File: src/rtl/occ_sensor_pkg.sv
// Shared types and constants for the occupancy sensor front end.
package occ_sensor_pkg;

  typedef enum logic [1:0] {
    IDLE     = 2'd0,
    QUAL_ON  = 2'd1,
    ACTIVE   = 2'd2,
    QUAL_OFF = 2'd3
  } state_t;

  localparam int unsigned CH_ENTER = 0;
  localparam int unsigned CH_EXIT  = 1;
  localparam int unsigned NUM_CH   = 2;

  localparam int unsigned DEF_DEBOUNCE_CYCLES = 16;
  localparam int unsigned DEF_STUCK_CYCLES    = 1000000;

  // Bits needed to hold values 0..max_count inclusive.
  function automatic int unsigned cnt_width(input int unsigned max_count);
    return (max_count < 1) ? 1 : $clog2(max_count + 1);
  endfunction

endpackage

File: src/rtl/occ_sensor_channel.sv
// One sensor channel: 2-flop synchroniser, debounce FSM, registered pulse/level.
// Stuck detection is built only when OCC_SENSOR_STUCK_DET_EN is defined.
module occ_sensor_channel
  import occ_sensor_pkg::*;
#(
  parameter int unsigned DEBOUNCE_CYCLES = DEF_DEBOUNCE_CYCLES,
  parameter int unsigned STUCK_CYCLES    = DEF_STUCK_CYCLES
) (
  input  logic clk,
  input  logic rst,
  input  logic raw,
  output logic pulse,
  output logic level,
  output logic stuck
);

  localparam int unsigned CW = cnt_width(DEBOUNCE_CYCLES);
  localparam logic [CW-1:0] CNT_LAST = CW'(DEBOUNCE_CYCLES - 1);
  localparam logic [CW-1:0] CNT_MAX  = '1;

  if (DEBOUNCE_CYCLES < 2 || DEBOUNCE_CYCLES > 65535 || STUCK_CYCLES < 1) begin : g_bad_param
    $error("occ_sensor_channel: illegal DEBOUNCE_CYCLES or STUCK_CYCLES");
  end

  logic          sync1;
  logic          s;
  state_t        state, state_nx;
  logic [CW-1:0] cnt, cnt_nx;
  logic          pulse_nx, level_nx;
  logic          stuck_q;

  always_comb begin
    state_nx = state;
    cnt_nx   = cnt;
    unique case (state)
      IDLE: begin
        if (s) begin
          state_nx = QUAL_ON;
          cnt_nx   = CW'(1);
        end
      end
      QUAL_ON: begin
        if (!s) begin
          state_nx = IDLE;
          cnt_nx   = '0;
        end else if (cnt == CNT_LAST) begin
          state_nx = ACTIVE;
          cnt_nx   = '0;
        end else if (cnt != CNT_MAX) begin
          cnt_nx = cnt + CW'(1);
        end
      end
      ACTIVE: begin
        if (!s) begin
          state_nx = QUAL_OFF;
          cnt_nx   = CW'(1);
        end
      end
      QUAL_OFF: begin
        if (s) begin
          state_nx = ACTIVE;
          cnt_nx   = '0;
        end else if (cnt == CNT_LAST) begin
          state_nx = IDLE;
          cnt_nx   = '0;
        end else if (cnt != CNT_MAX) begin
          cnt_nx = cnt + CW'(1);
        end
      end
    endcase
  end

  // Pulse only on qualification from the inactive side; a rejected dropout re-enters ACTIVE silently.
  assign pulse_nx = (state == IDLE || state == QUAL_ON) && (state_nx == ACTIVE) && !stuck_q;
  assign level_nx = (state_nx == ACTIVE) || (state_nx == QUAL_OFF);

  always_ff @(posedge clk or posedge rst) begin
    if (rst) begin
      sync1 <= 1'b0;
      s     <= 1'b0;
      state <= IDLE;
      cnt   <= '0;
      pulse <= 1'b0;
      level <= 1'b0;
    end else begin
      sync1 <= raw;
      s     <= sync1;
      state <= state_nx;
      cnt   <= cnt_nx;
      pulse <= pulse_nx;
      level <= level_nx;
    end
  end

`ifdef OCC_SENSOR_STUCK_DET_EN
  localparam int unsigned SW = cnt_width(STUCK_CYCLES);
  localparam logic [SW-1:0] STK_MAX = SW'(STUCK_CYCLES);

  logic [SW-1:0] stk, stk_nx;
  logic          stuck_nx;

  // Time spent in QUAL_OFF is held, not cleared, so rejected dropouts still accumulate.
  always_comb begin
    stk_nx = stk;
    if (state == ACTIVE && stk != STK_MAX) stk_nx = stk + SW'(1);
    if (state_nx == IDLE) stk_nx = '0;
    stuck_nx = (state_nx != IDLE) && (stuck_q || (stk_nx == STK_MAX));
  end

  always_ff @(posedge clk or posedge rst) begin
    if (rst) begin
      stk     <= '0;
      stuck_q <= 1'b0;
    end else begin
      stk     <= stk_nx;
      stuck_q <= stuck_nx;
    end
  end
`else
  assign stuck_q = 1'b0;
`endif

  assign stuck = stuck_q;

endmodule

File: src/rtl/occupancy_sensor_conditioner.sv
// Entrance/exit sensor conditioner: two independent debounce channels feeding the occupancy counter.
// Optional stuck-sensor detection is enabled with OCC_SENSOR_STUCK_DET_EN.
module occupancy_sensor_conditioner
  import occ_sensor_pkg::*;
#(
  parameter int unsigned DEBOUNCE_CYCLES = DEF_DEBOUNCE_CYCLES,
  parameter int unsigned STUCK_CYCLES    = DEF_STUCK_CYCLES
) (
  input  logic              clk,
  input  logic              rst,
  input  logic              sens_in_raw,
  input  logic              sens_out_raw,
  output logic              enter_pulse,
  output logic              exit_pulse,
  output logic              enter_level,
  output logic              exit_level,
  output logic [NUM_CH-1:0] stuck
);

  occ_sensor_channel #(
    .DEBOUNCE_CYCLES (DEBOUNCE_CYCLES),
    .STUCK_CYCLES    (STUCK_CYCLES)
  ) u_enter (
    .clk   (clk),
    .rst   (rst),
    .raw   (sens_in_raw),
    .pulse (enter_pulse),
    .level (enter_level),
    .stuck (stuck[CH_ENTER])
  );

  occ_sensor_channel #(
    .DEBOUNCE_CYCLES (DEBOUNCE_CYCLES),
    .STUCK_CYCLES    (STUCK_CYCLES)
  ) u_exit (
    .clk   (clk),
    .rst   (rst),
    .raw   (sens_out_raw),
    .pulse (exit_pulse),
    .level (exit_level),
    .stuck (stuck[CH_EXIT])
  );

endmodule
File: config.mk
export PLATFORM = sky130hd
export DESIGN_NAME = occupancy_sensor_conditioner
export DESIGN_NICKNAME = d
export VERILOG_FILES = /design/src/rtl/occ_sensor_pkg.sv /design/src/rtl/occ_sensor_channel.sv /design/src/rtl/occupancy_sensor_conditioner.sv
export SDC_FILE = /design/constraint.sdc
export NUM_CORES = 1
export LEC_CHECK = 0
export ABC_AREA = 1
export CAP_MARGIN = 20
export CORE_AREA = 2 2 51 53
export DETAILED_ROUTE_END_ITERATION = 12
export DIE_AREA = 0 0 53 55
export GPL_TIMING_DRIVEN = 1
export PLACE_DENSITY_LB_ADDON = 0.25
export RECOVER_POWER = 50
export SLEW_MARGIN = 10
export SYNTH_ARGS = -nofsm -noshare
export SYNTH_HDL_FRONTEND = slang
export SYNTH_SLANG_ARGS = --single-unit
File: constraint.sdc
create_clock -name clk -period 1.2 [get_ports clk]
set_clock_uncertainty 0.1 [all_clocks]
set_input_delay 0.24 -clock clk [delete_from_list [all_inputs] [get_ports clk]]
set_output_delay 0.24 -clock clk [all_outputs]
set_load 0.01 [all_outputs]
* After elaboration in Yosys (flattened, before gate mapping)
Index checks and enable logic that the tools add are counted.
Widths: inputs -> output; s select.
** Word-level totals
- Register bits after elaboration :: 22
- Word-level logic and storage cells :: 70
** Operators by class
- Add/sub/neg operators :: 2
- Equal/unequal tests :: 18
- Multiplexer cells :: 28
- Reduce and logical (&&, ||, !) cells :: 10
** Operators by type and width (count)
- $mux 5 :: 12
- $pmux 5 s4 :: 2
- $mux 2 :: 12
- $eq 2x2->1 const B :: 8
- $pmux 2 s4 :: 2
- $add 5x1->5 const B :: 2
- $eq 5x4->1 const B :: 2
- $ne 5x5->1 const B :: 2
- $eq 2x1->1 const B :: 2
- $logic_not 2->1 :: 2
- $logic_or 1x1->1 :: 4
- $ne 2x1->1 const B :: 2
- $ne 2x2->1 const B :: 2
- $reduce_and 2->1 :: 2
- $logic_and 1x1->1 :: 2

* Logic depth before layout (Yosys ltp)
Gate-level depths: netlist of the first run.
- Depth in word-level cells :: 6
- Gate-level depth with buffers :: 8
- Mapped depth without buffers :: 8

* Hierarchy
From an unflattened synthesis of the first run, not the netlist that was laid out.
** Second synthesis, totals
- Cells, all modules :: 134
- Area, all modules :: 1078.5 um^2
** By module, submodules not included
- occ_sensor_channel :: instances 2, cells an instance 67, area an instance 539.3 um^2, seq. area each 275.3 um^2

* Worst setup path after synthesis of the first run
No wires, ideal clock.
- Kind :: register to register
- Start point :: reg u_exit.cnt[0]
- End point :: reg u_exit.level
- Setup time :: 0.127 ns
- Arrival :: 1.021 ns
- Data required time :: 0.973 ns
- Slack :: -0.048 ns
- Cell stages (with the launch flop) :: 7
- Path through :: dfrtp_1 ha_1 nand3_1 nor2_2 nand2_1 nand2_1 o21ai_0
** On the way
- Longest elaborated chain between the ends :: 6
- Elaborated cells between the ends (all ways) :: 9
- Classes of those cells :: 3 x eq/ne; 5 x mux; 1 x reduce/logical
** Ends and longest elaborated chain
- start, declared :: line occ_sensor_channel.sv:28 : logic [CW-1:0] cnt, cnt_nx;
- start signal, assigned :: line occ_sensor_channel.sv:89 : cnt <= cnt_nx;
- $eq 5x4->1 * :: line occ_sensor_channel.sv:46, occ_sensor_channel.sv:63
- $mux 2, on equally long branches :: line occ_sensor_channel.sv:63, occ_sensor_channel.sv:46
- $mux 2, on equally long branches :: line occ_sensor_channel.sv:60, occ_sensor_channel.sv:43
- $pmux 2 s4 * :: line occ_sensor_channel.sv:35 : unique case (state)
- $eq 2x2->1 :: line occ_sensor_channel.sv:75 : assign level_nx = (state_nx == ACTIVE) || (state_nx == QUAL_OFF);
- $logic_or 1x1->1 * :: line occ_sensor_channel.sv:75
- named net u_exit.level_nx :: line occ_sensor_channel.sv:29 : logic pulse_nx, level_nx;
- end signal, assigned :: line occ_sensor_channel.sv:91 : level <= level_nx;
- end, declared :: line occ_sensor_channel.sv:13 : output logic level,
The timed path passes the listed nets; every way through them passes the cells marked *.
A chain may end at the register's enable or synchronous reset.

* Worst setup path after layout of the first run
- Start point :: reg u_exit.cnt[1]
- End point :: reg u_exit.cnt[2]
** On the way
- Longest elaborated chain between the ends :: 5
- Elaborated cells between the ends (all ways) :: 8
- Classes of those cells :: 1 x add/sub; 2 x eq/ne; 5 x mux
** Ends and longest elaborated chain
- $add 5x1->5 / $ne 5x5->1 (equally long branches)
- $mux 5 :: line occ_sensor_channel.sv:49, occ_sensor_channel.sv:66
- $mux 5 * :: line occ_sensor_channel.sv:46 : end else if (cnt == CNT_LAST) begin
- $mux 5, on equally long branches :: line occ_sensor_channel.sv:60, occ_sensor_channel.sv:43
- $pmux 5 s4 * :: line occ_sensor_channel.sv:35
Every way passes the cells marked *; elsewhere a longest branch is shown, timed or not.

==> key figures, run 1 <==
Outcome
  • Status: complete, but fails checks
  • Failing checks: setup timing

Clock network
  • Clk Tree Root Cell: clkbuf_4
  • H-tree depth: 1
  • CTS tree: built
  • Max Root-Sink Buffers: 2
  • CTS Sinks: 22
  • TritonCTS Buffers: 3
  • Worst-path clk slew: 0.12 ns
  • Clock latency on the worst-skew pair: 0.30 ns
  • Hold-fix buffers, CTS: 0

STA
  • Upper clock frequency limit: 762 MHz
  • Period utilization: 109%
  • Slew margin rel.: 64.3%
  • Tmin final: 1.31 ns
  • Slew Limit Fails: 0
  • Final WS setup: -0.112 ns
  • Slew @ Worst Pin: 0.535 ns
  • WHS: 0.263 ns
  • RSZ-0062 raised after global routing: true
  • Final Hold Vio Count: 0
  • Setup Viol. Count Final: 14
  • Final setup TNS: -1.02 ns

Drt
  • 1st-iter DRT viols: 21
  • Post-route ant nets: 0
  • Vias/cell: 4.93
  • Wire length per cell: 12.0 um
  • Pre-Repair DR Iteration Count: 4
  • Final WL: 2120 um
  • DRC viols: 0
  • Total number of vias: 873

Floorplanning
  • Die ar.: 2920 um^2
  • Height of the die: 55 um
  • Rows: 18
  • Initial cell density of the core: 43.3%
  • Die Wd: 53 um
  • IO Pins: 10
  • Core ar.: 2360 um^2

Run
  • Max-cap violations: 0

Critical path
  • Worst EP required: 1.33 ns
  • FF-to-FF path depth: 7
  • Endpoint type of the worst setup path: flop
  • CP peak stage delay: 0.42 ns
  • CP Class: reg -> reg
  • Crit path buf inv count: 0
  • Max FO, Critical Path: 3
  • CP most frequent cell: nand2_1
  • R2r endpoint: u_exit.cnt[2]$_DFFE_PP0P_
  • FF-to-FF setup slack: -0.11 ns
  • R2R Path Start: u_exit.cnt[1]$_DFFE_PP0P_
  • Critical Path, Cell by Cell: ha_4 -> nand2_4 -> nor2_4 -> nand2_2 -> nand2_1 -> nand2_1 -> o21ai_1
  • CP delay by family, top: simple AND/OR/NAND/NOR gates
  • Worst path slowest cell: dfrtp_1
  • CP arrival: 1.44 ns
  • Critical Path Source Type: flop

GRT
  • GRT Overall Usage: 16.2%
  • Largest net degree at the start of global routing: 23
  • First-pass GRT wire length: 3330 um
  • Vias in the first global route: 813
  • Grt ovf: 0
  • Initial antenna violation count: 0

Final layout
  • Number of diodes: 0
  • Final core occ: 58.1%
  • Nets: 154
  • Share of cells above drive strength 1: 37.4%
  • Layout area overhead: 34.4%

Hold path
  • Hold Path Depth: 1
  • Hold Path Class: in -> reg
  • Hold wc startpoint: sens_in_raw
  • Worst Hold Endpoint: u_enter.sync1$_DFF_PP0_

Logic synthesis
  • Synthesized area per cell: 8.46 um^2
  • Yosys top cell by area: dfrtp_1
  • Seq cells post-synth: 22
  • Mapped Area: 1020 um^2
  • Synth warn: 0
  • Commonest cells in the netlist: nand2_1, dfrtp_1, inv_1, nand3_1, o21ai_0
  • Area contributors post-synth: dfrtp_1, nand2_1, nand3_1
  • Synth Instances: 121
  • Synth top area share: 53.8%
  • Count leader, synth: nand2_1
  • Number of synthesized flops with an enable pin: 0
  • Register area share after synthesis: 53.8%
  • Top FF cell, synth: dfrtp_1
  • Ys async rst share: 100%
  • Library cells used by synthesis: 17

Power
  • Pwr Total: 1.37 mW
  • P_leak: 0.714 nW
  • VDD IR-drop max: 0.000692 V
  • Power Dens Cells: 994 nW/um^2

Placement
  • PortBufs: 7
  • Routability congestion estimate: 0.840
  • Post-DP HPWL: 1400 um
-- logic make-up (layout without fill, tap and decap cells) --
family                     count (synthesis)  in the layout  share of synthesized area [%]
and+or+nand+nor                           66             66                           29.2
other                                      1              2                          0.366
AOI/OAI and AO/OA                         12             12                           6.36
xor gates and xnor gates                   1              1                          0.856
DFF                                       22             22                           53.8
buffers and inverters                     17             42                           6.97
adders and majority gates                  2              2                           2.44
-- report_power, final --
group,internal (mW),switching (mW)
Combinational,0.0799,0.0892
Clock,0.185,0.221
Sequential,0.765,0.0268
-- metal layers --
layer / up-vias / global-route usage (%) / share of wire, %
li1: 436 / - / -
met5: - / 0 / 0
met1: 415 / 18.4 / 43
met2: 16 / 28.7 / 51
met4: 0 / 8.55 / 2.7
met3: 6 / 3.49 / 3.3
-- worst register-to-register path, cell delays in order, from the launching register on --
cell     delay [ns]
dfrtp_1        0.42
ha_4           0.20
nand2_4        0.06
nor2_4         0.14
nand2_2        0.09
nand2_1        0.08
nand2_1        0.05
o21ai_1        0.09
-- final cells by class --
class	count	area (um^2)
inverter	15	56.3
timing repair buffer	23	168
clock buffer	4	36.3
fill	212	990
multi-input combinational	83	527
tap	30	37.5
sequential	22	551
-- how the worst max path moves through the flow --
stage                                    start                         to  slack, ns  cells past startpoint
global route        u_enter.cnt[0]$_DFFE_PP0P_    u_enter.level$_DFF_PP0_      -0.20                      7
detailed placement   u_exit.cnt[1]$_DFFE_PP0P_  u_exit.state[1]$_DFF_PP0_      -0.09                      6
CTS                 u_enter.cnt[0]$_DFFE_PP0P_    u_enter.level$_DFF_PP0_      -0.07                      7
finish               u_exit.cnt[1]$_DFFE_PP0P_  u_exit.cnt[2]$_DFFE_PP0P_      -0.11                      7
global placement     u_exit.cnt[1]$_DFFE_PP0P_  u_exit.cnt[1]$_DFFE_PP0P_      -0.05                      7
floorplan            u_exit.cnt[0]$_DFFE_PP0P_     u_exit.level$_DFF_PP0_      -0.02                      6
-- sequential cells by signal (all words and copies together) (netlist names) --
signal,count
u_enter.s,1
u_enter.cnt,5
u_exit.cnt,5
u_enter.level,1
u_enter.sync1,1
u_exit.sync1,1
u_exit.pulse,1
u_enter.state,2
u_exit.state,2
u_exit.level,1
u_enter.pulse,1
u_exit.s,1
-- stage by stage --
| stage | setup WS, ns | instance area (um^2) | std cells |
|---|---|---|---|
| 2_1_floorplan | -0.0215 | 1040 | 122 |
| 3_3_place_gp | -0.0481 | 1230 | 168 |
| 3_5_place_dp | -0.0862 | 1230 | 168 |
| 4_1_cts | -0.0715 | 1300 | 173 |
| 5_1_grt | -0.197 | 1380 | 177 |
| 6_report | -0.112 | 1380 | 177 |
-- what timing repair did --
action                     CTS  global route
buffers inserted             1             4
pin swaps                    8            17
cloned                       0             0
setup endpoints to repair   18            19
resized for setup           27            20
-- layout by cell type (no fill, tap or decap), types with 2 or more instances in the layout --
| cell type | instances |
|---|---|
| nand2_1 | 26 |
| dfrtp_1 | 22 |
| buf_4 | 15 |
| inv_1 | 14 |
| nand2_2 | 10 |
| nand3_1 | 7 |
| nor2_2 | 6 |
| nand4_1 | 5 |
| o21ai_1 | 5 |
| nand3_2 | 4 |
| buf_2 | 4 |
| nor2_4 | 3 |
| o21ai_0 | 3 |
| clkbuf_4 | 3 |
| nand2_4 | 2 |
| ha_4 | 2 |
| conb_1 | 2 |
| clkdlybuf4s50_1 | 2 |
Power figures use the tool's default switching activity.
==> run 2, diff against run 1 <==
- CORE_AREA: 2 2 51 53 -> 2 2 49 51
- DIE_AREA: 0 0 53 55 -> 0 0 51 53
==> run 2 against run 1 <==
Against the previous run: the flow still finishes with violations (setup timing); flip-flop and latch count unchanged; core utilization increased by 5.3 points; design area is 0.91% lower; global-route usage rose by 0.63 points; wire length down 5.9%; combinational power is 4% lower; total power down 7.5%; critical endpoint is now u_enter.state[0]$_DFF_PP0_.
==> key figures, run 2 (synthesis results as in run 1) <==
Placement
  • Placed Cells: 164 (was 168)
  • PortBufs: 7 (unchanged)
  • Post-DP HPWL: 1370 um (was 1400 um)
  • Routability congestion estimate: 0.851 (was 0.840)

STA
  • Upper clock frequency limit: 776 MHz (was 762 MHz)
  • Slew Limit Fails: 0 (unchanged)
  • Slew margin rel.: 64.6% (was 64.3%)
  • Final WS setup: -0.0886 ns (was -0.112 ns)
  • RSZ-0062 raised after global routing: true (unchanged)
  • Period utilization: 107% (was 109%)
  • Final Hold Vio Count: 0 (unchanged)
  • Slew @ Worst Pin: 0.531 ns (was 0.535 ns)
  • Setup Viol. Count Final: 12 (was 14)
  • Tmin final: 1.29 ns (was 1.31 ns)

Final layout
  • Share of cells above drive strength 1: 38.4% (was 37.4%)
  • Number of diodes: 0 (unchanged)
  • Biggest regs: u_enter.cnt x5, u_exit.cnt x5 (unchanged)
  • Commonest cells after routing, fill and taps aside: nand2_1, dfrtp_1, buf_4 (unchanged)
  • Layout area overhead: 33.1% (was 34.4%)
  • Fillers: 180 (was 212)
  • Final core occ: 63.4% (was 58.1%)
  • Nets: 154 (unchanged)
  • Fin cells: 174 (was 177)
  • Commonest non-fill, non-tap cell in the layout: nand2_1 (unchanged)

Floorplanning
  • Die Wd: 51 um (was 53 um)
  • Initial cell density of the core: 47.6% (was 43.3%)
  • Die ar.: 2700 um^2 (was 2920 um^2)
  • IO Pins: 10 (unchanged)
  • Core ar.: 2150 um^2 (was 2360 um^2)
  • Rows: 17 (was 18)
  • Height of the die: 53 um (was 55 um)

Drt
  • Met3 wire len: 64 um (was 69 um)
  • Pre-Repair DR Iteration Count: 4 (unchanged)
  • Wire length per cell: 11.4 um (was 12.0 um)
  • Post-route ant nets: 0 (unchanged)
  • WL met1: 793 um (was 913 um)
  • Vias/cell: 5.03 (was 4.93)
  • Met2 routed WL: 1110 um (was 1080 um)
  • Uppermost routed layer: met4 (unchanged)
  • Total number of vias: 875 (was 873)
  • Final WL: 1990 um (was 2120 um)
  • 1st-iter DRT viols: 18 (was 21)
  • DRC viols: 0 (unchanged)

Critical path
  • CP arrival: 1.39 ns (was 1.44 ns)
  • CP Class: reg -> reg (unchanged)
  • FF-to-FF setup slack: -0.09 ns (was -0.11 ns)
  • Endpoint type of the worst setup path: flop (unchanged)
  • Worst EP required: 1.30 ns (was 1.33 ns)
  • Max FO, Critical Path: 4 (was 3)
  • Critical Path Source Type: flop (unchanged)

Clock network
  • Hold-fix buffers, CTS: 0 (unchanged)
  • H-tree depth: 1 (unchanged)
  • CTS tree: built (unchanged)
  • CTS Sinks: 22 (unchanged)
  • Worst-path clk slew: 0.11 ns (was 0.12 ns)
  • Max Root-Sink Buffers: 2 (unchanged)
  • Clock latency on the worst-skew pair: 0.29 ns (was 0.30 ns)
  • Clk Tree Root Cell: clkbuf_4 (unchanged)
  • TritonCTS Buffers: 3 (unchanged)

GRT
  • Grt ovf: 0 (unchanged)
  • Vias in the first global route: 814 (was 813)
  • Initial antenna violation count: 0 (unchanged)
  • First-pass GRT wire length: 3350 um (was 3330 um)
  • GRT Overall Usage: 16.8% (was 16.2%)
  • Largest net degree at the start of global routing: 23 (unchanged)

Outcome
  • Failing checks: setup timing (unchanged)
  • Status: complete, but fails checks (unchanged)

Power
  • Power Dens Cells: 929 nW/um^2 (was 994 nW/um^2)
  • VDD IR-drop max: 0.000765 V (was 0.000692 V)
  • P_leak: 0.693 nW (was 0.714 nW)

Run
  • Max-cap violations: 0 (unchanged)

Hold path
  • Hold Path Class: reg -> reg (was in -> reg)
==> run 2: cell types whose count changed in the layout (fill, tap and decap cells not counted) <==
| cell | delta |
|---|---|
| dfrtp_1 | -2 |
| o21ai_0 | -2 |
| o21ai_2 | +1 |
| dfrtp_2 | +2 |
| a21boi_1 | -1 |
| a21boi_0 | +1 |
| nor2_2 | -1 |
| nor2_1 | +1 |
| o21ai_1 | +1 |
| clkbuf_8 | -1 |
==> run 2: worst max-delay path, stage by stage (launching register included) <==
cell and delay (ns):
dfrtp_1 0.41, ha_4 0.17, nand2_2 0.06, nor2_2 0.10, nand2_2 0.08, nor2_4 0.13, buf_4 0.13, nor2_2 0.03
==> run 2: power breakdown <==
group	switching [mW]	internal (mW)	total, mW	leakage [nW]
clock	0.194	0.117	0.311	0.0138
combinational	0.0896	0.0738	0.163	0.395
sequential	0.0257	0.765	0.791	0.284
total	0.310	0.956	1.27	0.693
==> run 2: through the flow <==
step / hold slack [ns] / cell area [um^2] / power [mW] / setup TNS, ns / setup slack (ns)
after floorplan: 0.129 / 1040 / 0.881 / -0.0896 / -0.0215
after global placement: 0.238 / 1210 / 0.941 / -0.113 / -0.0358
after detailed placement: 0.236 / 1210 / 0.945 / -0.483 / -0.0739
after CTS: 0.145 / 1260 / 1.27 / -0.286 / -0.0553
after global routing: 0.260 / 1360 / 1.34 / -1.57 / -0.160
final: 0.260 / 1360 / 1.27 / -0.506 / -0.0886
==> run 2: final timing paths <==
| check | start | endpoint | depth (start not counted) |
|---|---|---|---|
| worst max register to register | u_enter.cnt[1]$_DFFE_PP0P_ | u_enter.state[0]$_DFF_PP0_ | 7 |
| worst min register to register | u_enter.sync1$_DFF_PP0_ | u_enter.s$_DFF_PP0_ | 0 |
| worst min-delay path | u_enter.sync1$_DFF_PP0_ | u_enter.s$_DFF_PP0_ | 0 |
| min in group asynchronous | rst | u_enter.cnt[3]$_DFFE_PP0P_ | 3 |
| max in group asynchronous | rst | u_exit.state[1]$_DFF_PP0_ | 3 |
| worst max-delay path | u_enter.cnt[1]$_DFFE_PP0P_ | u_enter.state[0]$_DFF_PP0_ | 7 |
==> run 2: area by class of cell <==
class / instances / area [um^2] / area share [%]
timing repair buffer: 23 / 168 / 12.3
tap: 28 / 35.0 / 2.57
sequential: 22 / 553 / 40.6
multi-input combinational: 83 / 528 / 38.8
clock buffer: 3 / 22.5 / 1.65
inverter: 15 / 56.3 / 4.13
==> run 2: repair_timing <==
action,in CTS,in global routing
endpoints found under the setup margin,16,17
setup buffers,2,5
pin swaps,3,11
resized for setup,23,27
==> run 2: layer usage <==
layer / vias to the layer above / track usage, %
li1: 434 / -
met1: 423 / 19.0
met5: - / 0
met3: 4 / 3.39
met2: 14 / 31.0
met4: 0 / 6.76
==> variant (settings of run 2) <==
Add an input register stage for `sens_in_raw` and `sens_out_raw`; this delays them by one clock.
--- a/src/rtl/occupancy_sensor_conditioner.sv
+++ b/src/rtl/occupancy_sensor_conditioner.sv
@@ -17,13 +17,21 @@
   output logic [NUM_CH-1:0] stuck
 );
 
+  logic sens_in_raw_q;
+  logic sens_out_raw_q;
+
+  always_ff @(posedge clk) begin
+      sens_in_raw_q  <= sens_in_raw;
+      sens_out_raw_q <= sens_out_raw;
+  end
+
   occ_sensor_channel #(
     .DEBOUNCE_CYCLES (DEBOUNCE_CYCLES),
     .STUCK_CYCLES    (STUCK_CYCLES)
   ) u_enter (
     .clk   (clk),
     .rst   (rst),
-    .raw   (sens_in_raw),
+    .raw   (sens_in_raw_q),
     .pulse (enter_pulse),
     .level (enter_level),
     .stuck (stuck[CH_ENTER])
@@ -35,7 +43,7 @@
   ) u_exit (
     .clk   (clk),
     .rst   (rst),
-    .raw   (sens_out_raw),
+    .raw   (sens_out_raw_q),
     .pulse (exit_pulse),
     .level (exit_level),
     .stuck (stuck[CH_EXIT])
Check against the original RTL: no difference found for any inputs over 10 cycles, from zero or initial values and one cycle with rst high; that may be too few to reach the edited logic, so the function may still have changed.
==> variant against run 2 <==
  * The run still ends with negative setup slack left
  * First-iteration DRC count fell by 50%
  * Die area stayed put
  * Setup slack got worse by 73 ps
  * Cell count grew 6.3%
  * Fmax fell by 5.4%
  * Routed wire length rose by 21%
  * Synthesized area up 5.6%
  * Total power rose by 29%
  * Count of clock-buffer cells in the layout did not move
  * Sequential cell count is 2 higher
  * Critical path depth unchanged
  * Design area increased by 6.2%
  * Critical endpoint is now u_enter.level
  * Largest power group unchanged
==> variant: results (changes against run 2) <==
Setup path
  – Critical register-to-register path endpoint: u_enter.level
  – Worst r2r src: u_enter.cnt[1]
  – Crit path kind: flip-flop to flip-flop
  – Worst R2R Path Depth: 7 (unchanged)
  – Critical Path Fanout Max: 4 (unchanged)

Synth
  – Sequential share of the synthesized area: 0.546 (+0.00840)
  – YS warnings: 0 (unchanged)
  – Top FF cell, synth: dfrtp_1
  – Async S/R FF share, synth: 0.917 (-0.0833)
  – Area contributors post-synth: dfrtp_1, nand2_1, inv_1
  – Post-synth cell types: 18 (+1)
  – Commonest cells post-synth: nand2_1, dfrtp_1, inv_1

Clocking
  – Clock root cell: clkbuf_4
  – Clock Latency Late Sink: 320 ps (+30 ps)
  – Clk slew on worst S/H paths: 130 ps (+20 ps)
  – H-tree depth: 1 (unchanged)
  – Number of CTS-inserted buffers: 3 (unchanged)
  – Clk buf depth: 2 (unchanged)

Routing
  – Initial DRC count: 9 (-9)
  – Avg WL per Cell: 13.1 um (+14%)
  – Routed via count: 940 (+7.4%)
  – Total iterations of the first detailed-routing run: 4 (unchanged)

GRT
  – Vias in the first global route: 853 (+4.8%)
  – First-pass GRT wire length: 3700 um (+11%)
  – Initial antenna violation count: 0 (unchanged)
  – GRT Total Usage: 0.192 (+0.0234)
  – Largest net degree at the start of global routing: 23 (unchanged)
  – Overflow after GRT: 0 (unchanged)

Timing
  – Setup ws final: -162 ps (-73.0 ps)
  – Slew @ Worst Pin: 520 ps (-11.2 ps)
  – Final setup fails: 17 (+5)

Placement
  – Post-DP HPWL: 1510 um (+10%)
  – Routability cong.: 0.800 (-6.0%)
  – Placed Area: 1260 um2 (+3.7%)
  – Port bufs: 7 (unchanged)

Outcome
  – Status: complete, but fails checks
  – Violated checks: negative setup slack

Finish
  – Top Registers: u_enter.cnt (5), u_exit.cnt (5)
  – FILL cells: 168 (-6.7%)
  – Layout cells sized above 1: 0.382 (-0.00140)
  – Ant. Diodes: 0 (unchanged)
  – Nets: 164 (+6.5%)

Pwr
  – P_sw: 365 uW (+18%)
  – Leak pwr: 0.774 nW (+12%)
  – Worst ir drop on vdd: 1.10 mV (+43%)

Worst hold path
  – Worst Hold Launch: sens_in_raw_q
  – Hold Crit Class: flip-flop to flip-flop
[variant: repair_timing]
item,in CTS,in global routing
setup buffers,5,8
pin swaps,9,14
setup endpoints to repair,21,22
resized for setup,25,20
[variant: worst min path at each step]
stage / to / slack, ps / cells past startpoint
4_1_cts: u_exit.s / 110 / 3
6_report: u_enter.sync1 / 240 / 0
3_3_place_gp: u_enter.sync1 / 220 / 0
5_1_grt: u_enter.sync1 / 240 / 0
2_1_floorplan: u_enter.cnt[0] / 130 / 1
3_5_place_dp: u_enter.sync1 / 220 / 0
[variant: cells by family after synthesis]
| logic type | synth area share |
|---|---|
| other cells | 0.00347 |
| xor+xnor | 0.00810 |
| buf+inv | 0.0625 |
| flops | 0.546 |
| fa+ha+maj | 0.0231 |
| compound gates | 0.0602 |
| simple gates | 0.296 |
[variant: area by class of cell]
cell class	count	area, um2	area share
sequential	24	592	0.409
multi-input combinational	86	498	0.344
timing repair buffer	29	216	0.150
inverter	14	52.6	0.0363
tap	28	35.0	0.0242
clock inverter	1	30.0	0.0208
clock buffer	3	22.5	0.0156
[variant: power by group through the flow]
| stage | clock [mW] | sequential, mW | combinational (mW) |
|---|---|---|---|
| after floorplan | 0 | 0.873 | 0.0828 |
| after global placement | 0 | 0.870 | 0.145 |
| after detailed placement | 0 | 0.872 | 0.148 |
| after CTS | 0.596 | 0.862 | 0.166 |
| after global routing | 0.624 | 0.869 | 0.200 |
| final | 0.584 | 0.865 | 0.180 |
[variant: layer usage]
layer	global-route usage	up-vias	part of all wire	wire length (um)
met2	0.335	23	0.50	1220
li1	-	460	-	-
met1	0.214	448	0.43	1040
met3	0.0395	9	0.034	83
met4	0.117	0	0.033	79
met5	0	-	0	0
[variant: per-stage QoR]
stage | utilization | hold WS (ps) | worst slack, ps | cells | TNS [ps]
detailed placement | 0.586 | 221 | -99.8 | 168 | -602
CTS | 0.631 | 107 | -108 | 177 | -746
floorplan | - | 129 | -18.2 | 126 | -65.3
global placement | 0.586 | 217 | -28.4 | 168 | -131
global route | 0.673 | 245 | -201 | 185 | -2540
finish | 0.673 | 237 | -162 | 185 | -1400
[variant: worst max-delay path, cell delays in order (launching register included)]
cell and delay (ps):
dfrtp_1 440, ha_4 180, nand2_2 60, nor2_2 100, nand2_2 80, nor2_4 140
buf_6 120, o21ai_2 40
